$ cat config.mk
export PLATFORM = sky130hd
export DESIGN_NAME = sram_port_arbiter
export DESIGN_NICKNAME = d
export VERILOG_FILES = /design/src/rtl/sram_port_arbiter_pkg.sv /design/src/rtl/sram_port_arbiter_id_fifo.sv /design/src/rtl/sram_port_arbiter.sv
export SDC_FILE = /design/constraint.sdc
export NUM_CORES = 1
export LEC_CHECK = 0
export CORE_AREA = 2 2 124 126
export DETAILED_ROUTE_END_ITERATION = 7
export DIE_AREA = 0 0 126 128
export PLACE_DENSITY = 0.73
export RECOVER_POWER = 50
export SYNTH_ARGS = -nofsm -noshare
export SYNTH_HDL_FRONTEND = slang
export SYNTH_SLANG_ARGS = --single-unit
$ cat constraint.sdc
create_clock -name clk -period 2.98 [get_ports clk]
set_input_delay 0.447 -clock clk [delete_from_list [all_inputs] [get_ports clk]]
set_output_delay 0.447 -clock clk [all_outputs]
set_load 0.03 [all_outputs]
$ cat src/rtl/sram_port_arbiter_pkg.sv
// Shared encodings for the SRAM-like port arbiter: access sizes, master ids,
// FSM states and the bundle of address-phase fields a master presents.
package sram_port_arbiter_pkg;

  localparam logic [1:0] SIZE_B = 2'd0;
  localparam logic [1:0] SIZE_H = 2'd1;
  localparam logic [1:0] SIZE_W = 2'd2;

  localparam logic ID_INST = 1'b0;
  localparam logic ID_DATA = 1'b1;

  typedef enum logic {
    ST_IDLE = 1'b0,
    ST_LOCK = 1'b1
  } state_t;

  typedef struct packed {
    logic        wr;
    logic [1:0]  size;
    logic [3:0]  wstrb;
    logic [31:0] addr;
    logic [31:0] wdata;
  } req_fields_t;

endpackage

$ cat src/rtl/sram_port_arbiter_id_fifo.sv
// In-order 1-bit id FIFO: remembers which master owns each outstanding
// transaction so responses can be routed back in issue order.
module sram_port_arbiter_id_fifo #(
  parameter int DEPTH = 4,
  parameter int CNT_W = 3
) (
  input  logic             clk,
  input  logic             resetn,
  input  logic             push,
  input  logic             push_id,
  input  logic             pop,
  output logic             head,
  output logic [CNT_W-1:0] count,
  output logic             full,
  output logic             empty
);

  localparam int PTR_W = $clog2(DEPTH);

  logic [DEPTH-1:0] mem_reg;
  logic [DEPTH-1:0] mem_we;
  logic [PTR_W-1:0] wr_ptr_reg;
  logic [PTR_W-1:0] rd_ptr_reg;
  logic [CNT_W-1:0] count_reg;
  logic             push_en;
  logic             pop_en;

  assign full    = (count_reg == CNT_W'(DEPTH));
  assign empty   = (count_reg == '0);
  assign push_en = push & ~full;
  assign pop_en  = pop & ~empty;
  assign head    = mem_reg[rd_ptr_reg];
  assign count   = count_reg;

  genvar gi;
  generate
    for (gi = 0; gi < DEPTH; gi++) begin : g_we
      assign mem_we[gi] = push_en && (wr_ptr_reg == PTR_W'(gi));
    end
  endgenerate

  always_ff @(posedge clk or negedge resetn) begin
    if (!resetn) begin
      mem_reg    <= '0;
      wr_ptr_reg <= '0;
      rd_ptr_reg <= '0;
      count_reg  <= '0;
    end else begin
      for (int i = 0; i < DEPTH; i++) begin
        if (mem_we[i]) mem_reg[i] <= push_id;
      end
      // pointers are exactly log2(DEPTH) wide, so they wrap on their own
      if (push_en) wr_ptr_reg <= wr_ptr_reg + PTR_W'(1);
      if (pop_en)  rd_ptr_reg <= rd_ptr_reg + PTR_W'(1);
      case ({push_en, pop_en})
        2'b10:   count_reg <= count_reg + CNT_W'(1);
        2'b01:   count_reg <= count_reg - CNT_W'(1);
        default: count_reg <= count_reg;
      endcase
    end
  end

endmodule

$ cat src/rtl/sram_port_arbiter.sv
// Two-master (inst/data) arbiter onto one SRAM-like bus: data has fixed
// priority, a stalled grant is locked until accepted, responses return in order.
module sram_port_arbiter
  import sram_port_arbiter_pkg::*;
#(
  parameter int MAX_OUTSTANDING = 4,
  parameter int CNT_W           = 3
) (
  input  logic             clk,
  input  logic             resetn,
  input  logic             m0_req,
  input  logic             m0_wr,
  input  logic [1:0]       m0_size,
  input  logic [3:0]       m0_wstrb,
  input  logic [31:0]      m0_addr,
  input  logic [31:0]      m0_wdata,
  output logic             m0_addr_ok,
  output logic             m0_data_ok,
  output logic [31:0]      m0_rdata,
  input  logic             m1_req,
  input  logic             m1_wr,
  input  logic [1:0]       m1_size,
  input  logic [3:0]       m1_wstrb,
  input  logic [31:0]      m1_addr,
  input  logic [31:0]      m1_wdata,
  output logic             m1_addr_ok,
  output logic             m1_data_ok,
  output logic [31:0]      m1_rdata,
  output logic             s_req,
  output logic             s_wr,
  output logic [1:0]       s_size,
  output logic [3:0]       s_wstrb,
  output logic [31:0]      s_addr,
  output logic [31:0]      s_wdata,
  input  logic             s_addr_ok,
  input  logic             s_data_ok,
  input  logic [31:0]      s_rdata,
  output logic [CNT_W-1:0] outstanding_cnt,
  output logic             err_spurious
);

  state_t      state_reg, state_next;
  logic        lock_id_reg, lock_id_next;
  logic        err_reg, err_next;
  logic        grant_id;
  logic        accept;
  logic        pop;
  logic        fifo_head;
  logic        fifo_full;
  logic        fifo_empty;
  req_fields_t m0_fields, m1_fields, s_fields;

  assign m0_fields = '{wr: m0_wr, size: m0_size, wstrb: m0_wstrb, addr: m0_addr, wdata: m0_wdata};
  assign m1_fields = '{wr: m1_wr, size: m1_size, wstrb: m1_wstrb, addr: m1_addr, wdata: m1_wdata};

  sram_port_arbiter_id_fifo #(
    .DEPTH (MAX_OUTSTANDING),
    .CNT_W (CNT_W)
  ) u_id_fifo (
    .clk     (clk),
    .resetn  (resetn),
    .push    (accept),
    .push_id (grant_id),
    .pop     (pop),
    .head    (fifo_head),
    .count   (outstanding_cnt),
    .full    (fifo_full),
    .empty   (fifo_empty)
  );

  always_ff @(posedge clk or negedge resetn) begin
    if (!resetn) begin
      state_reg   <= ST_IDLE;
      lock_id_reg <= ID_INST;
      err_reg     <= 1'b0;
    end else begin
      state_reg   <= state_next;
      lock_id_reg <= lock_id_next;
      err_reg     <= err_next;
    end
  end

  always_comb begin
    state_next   = state_reg;
    lock_id_next = lock_id_reg;
    case (state_reg)
      ST_IDLE: begin
        if (s_req && !s_addr_ok) begin
          state_next   = ST_LOCK;
          lock_id_next = grant_id;
        end
      end
      ST_LOCK: begin
        if (s_addr_ok) state_next = ST_IDLE;
      end
      default: state_next = ST_IDLE;
    endcase
  end

  always_comb begin
    grant_id = ID_INST;
    s_req    = 1'b0;
    if (state_reg == ST_LOCK) begin
      grant_id = lock_id_reg;
      s_req    = 1'b1;
    end else if (!fifo_full) begin
      grant_id = m1_req ? ID_DATA : ID_INST;
      s_req    = m1_req | m0_req;
    end
    // outputs are forced low while reset is asserted, without waiting for a clock
    s_req    = s_req & resetn;
    s_fields = s_req ? ((grant_id == ID_DATA) ? m1_fields : m0_fields) : '0;
    s_wr     = s_fields.wr;
    s_size   = s_fields.size;
    s_wstrb  = s_fields.wstrb;
    s_addr   = s_fields.addr;
    s_wdata  = s_fields.wdata;

    accept     = s_req & s_addr_ok;
    m0_addr_ok = accept & (grant_id == ID_INST);
    m1_addr_ok = accept & (grant_id == ID_DATA);

    // emptiness is start-of-cycle, so a same-cycle push never answers this response
    pop        = s_data_ok & ~fifo_empty & resetn;
    m0_data_ok = pop & (fifo_head == ID_INST);
    m1_data_ok = pop & (fifo_head == ID_DATA);
    m0_rdata   = resetn ? s_rdata : '0;
    m1_rdata   = resetn ? s_rdata : '0;

    err_next     = err_reg | (s_data_ok & fifo_empty);
    err_spurious = err_reg;
  end

endmodule

==> results.json <==
{
  "outcome": "finished clean",
  "rsz0062_at_grt": "false",
  "dieHeight_um": 128,
  "fin_crit_sh_pct": 90.6,
  "syn2layout_area_growth_pct": 72.2,
  "synth_top_cell_by_area": "a211oi_2",
  "drive_above_1_share_pct": 43.5,
  "globalRouteMet2Util_pct": 34.8,
  "clock_tree.buffer_depth": 2,
  "finalCriticalPeriod_ns": 2.70,
  "leakagePower_uw": 0.00239,
  "gp_congestion": 0.860,
  "die_area_um2": 16100,
  "avgSynthCellArea_um2": 9.34,
  "setup_viol": 0,
  "netlist-cell-type-count": 39,
  "crit_fanout": 44,
  "cts_sinks": 14,
  "ys_ff_latch": 14,
  "utilization_pct": 44.0,
  "row_count": 45,
  "tns_ns": 0,
  "numCtsBuffers": 3,
  "synth_cells": 407,
  "grt_util_met1_pct": 22.1,
  "fin_nets": 845,
  "finalHoldViolCount": 0,
  "cts_tree": "built",
  "synthFlopType": "dfrtp_1",
  "clock_latency_ns": 0.24,
  "drt_iter0_markers": 176,
  "whs_path_depth": 1,
  "ios": 324,
  "final_area_um2": 6550,
  "htree_levels": 1,
  "crit_path_end_kind": "output port",
  "hold_buffers": 0,
  "initial_utilization_pct": 25.6,
  "cts_resized": 0,
  "maxCapViolCount": 0,
  "fin_worst_skew_ns": 0.00133,
  "cts_setup_buffers": 0,
  "ir_drop_uv": 381,
  "drtPass1Iterations": 4,
  "worstPathArrival_ns": 2.25,
  "setup_slack_ns": 0.281,
  "fill_cells": 1416,
  "fp.dieW_um": 126,
  "wl_per_cell_um": 18.6,
  "antenna_found_initial": 0,
  "crit_chain": "or4b_4 -> buf_4 -> nand3_2 -> a211oi_2 -> buf_4",
  "r2r.worst_path.cells": 6,
  "wl_um": 15800,
  "postRouteAntennaNets": 0,
  "yosysTopAreaCellShare_pct": 22.7,
  "ys.warnings.count": 0,
  "post-route-drc-count": 0,
  "p_per_area_nw_per_um2": 549,
  "path_common_cell": "buf_4",
  "grt_max_degree": 52,
  "min_path_type": "flip-flop to flip-flop",
  "num_vias": 4354,
  "pre_cts_slack_ns": 0.357,
  "grt_pass1_vias": 4503,
  "slew_headroom_pct": 51.0,
  "busiest_layer": "met2",
  "core-area_um2": 14900,
  "clkTransAtPathRegs_ns": 0.05,
  "worstMarginPinSlew_ns": 0.736,
  "postSynthNetCount": 593,
  "critPathKind": "flip-flop to output port",
  "max_freq_mhz": 370,
  "maxSlewViolCount": 0,
  "seq_area_frac_synth_pct": 9.21,
  "cp_slowest_cell": "buf_4",
  "use_met3_pct": 2.67,
  "root_buffer": "clkbuf_16",
  "synth_area_leaders": "a211oi_2 23%, nand3_2 18%, o211ai_1 14%",
  "synth_area_um2": 3800,
  "cp.required_ns": 2.53,
  "start_kind": "flip-flop",
  "largest_reg_flops": 4,
  "grtUsageTotal_pct": 18.5,
  "synth_edf_count": 0,
  "portBuffers": 323,
  "grt_first_pass_wirelength_um": 24400,
  "overflow": 0,
  "antenna_cells": 0,
  "postPlaceCellArea_um2": 6560,
  "synthArstFlopShare_pct": 100,
  "slowest_delay_ns": 0.57,
  "viasPerCell": 5.15,
  "dpl.hpwl_um": 12200
}
-- report_power, final --
group	switching, µW	internal (µW)	leakage, µW
combinational	1760	1170	0.00218
clock	79.7	203	0.0000442
sequential	110	279	0.000162
-- routing by layer --
layer	vias to the layer above	routed length, µm	share of wire, %
li1	2035	-	-
met3	22	1110	7.1
met2	224	8190	52
met4	0	265	1.7
met1	2073	6180	39
met5	-	0	0
-- through the flow --
step / total power, µW / std cells / hold WS, ns
finish: 3590 / 846 / 0.460
global route: 3820 / 846 / 0.495
floorplan: 2480 / 407 / 0.151
CTS: 3660 / 846 / 0.474
global placement: 3300 / 842 / 0.463
detailed placement: 3360 / 842 / 0.463
-- synthesized netlist by cell type, types with 2 or more instances --
cell type	n
o311a_1	2
nand2_1	3
nor3_1	2
a211oi_2	69
nor3b_1	2
clkbuf_1	25
nor2_1	2
nand3_1	3
xnor2_1	4
nand3_2	70
inv_1	3
a31oi_1	9
o211ai_1	71
buf_2	12
a211oi_1	2
dfrtp_1	14
buf_12	7
xor2_1	2
and2_1	34
ha_1	5
buf_6	9
buf_4	40
-- kinds of logic (layout without fill, tap and decap cells) --
family	after synthesis	after routing	synth area share, %
AOI/OAI and AO/OA	157	157	40.1
xor gates and xnor gates	6	6	1.38
adders and majority gates	6	6	2.17
buffers and inverters	97	348	18.7
DFF	14	14	9.21
muxes	3	3	1.18
and+or+nand+nor	124	124	27.2
-- cell type report --
class                           instances  area [µm²]  share of cell area [%]
Clock buffer                            4        88.8                    1.36
Timing Repair Buffer                  340        3100                    47.3
Tap cell                              188         235                    3.59
Multi-Input combinational cell        296        2760                    42.1
Inverter                                4        16.3                   0.248
Sequential cell                        14         350                    5.35
-- worst max-delay path: cells and delay by family (launching register included) --
kind	cells	cell delay (ns)
buf+inv	2	0.76
flops	1	0.53
simple gates	2	0.39
compound gates	1	0.27
-- final timing paths --
kind	startpoint	endpoint	slack, ns
min in group asynchronous	resetn	lock_id_reg$_DFFE_PN0P_	0.69
worst min register to register	err_spurious$_DFF_PN0_	err_spurious$_DFF_PN0_	0.46
worst max-delay path	state_reg$_DFF_PN0_	s_addr[5]	0.28
worst max register to register	u_id_fifo.count[0]$_DFFE_PN0P_	u_id_fifo.count[1]$_DFFE_PN0P_	0.63
worst min-delay path	err_spurious$_DFF_PN0_	err_spurious$_DFF_PN0_	0.46
max in group asynchronous	resetn	err_spurious$_DFF_PN0_	2.11
-- placed cells by master, fill, tap and decap left out, types with 2 or more instances in the layout --
cell type	n
a211oi_1	2
a211oi_2	69
a31oi_1	9
and2_0	31
and2_1	3
buf_12	15
buf_4	115
clkbuf_1	27
clkbuf_16	3
clkdlybuf4s50_1	177
dfrtp_1	14
dlygate4sd3_1	6
ha_1	5
inv_1	3
nand2_1	2
nand2_2	2
nand3_1	3
nand3_2	70
nor2_1	2
nor3_1	2
nor3b_2	2
o211ai_1	71
o311a_1	2
xnor2_1	4
xor2_1	2
Note: power is estimated with default switching activity, not from simulation.
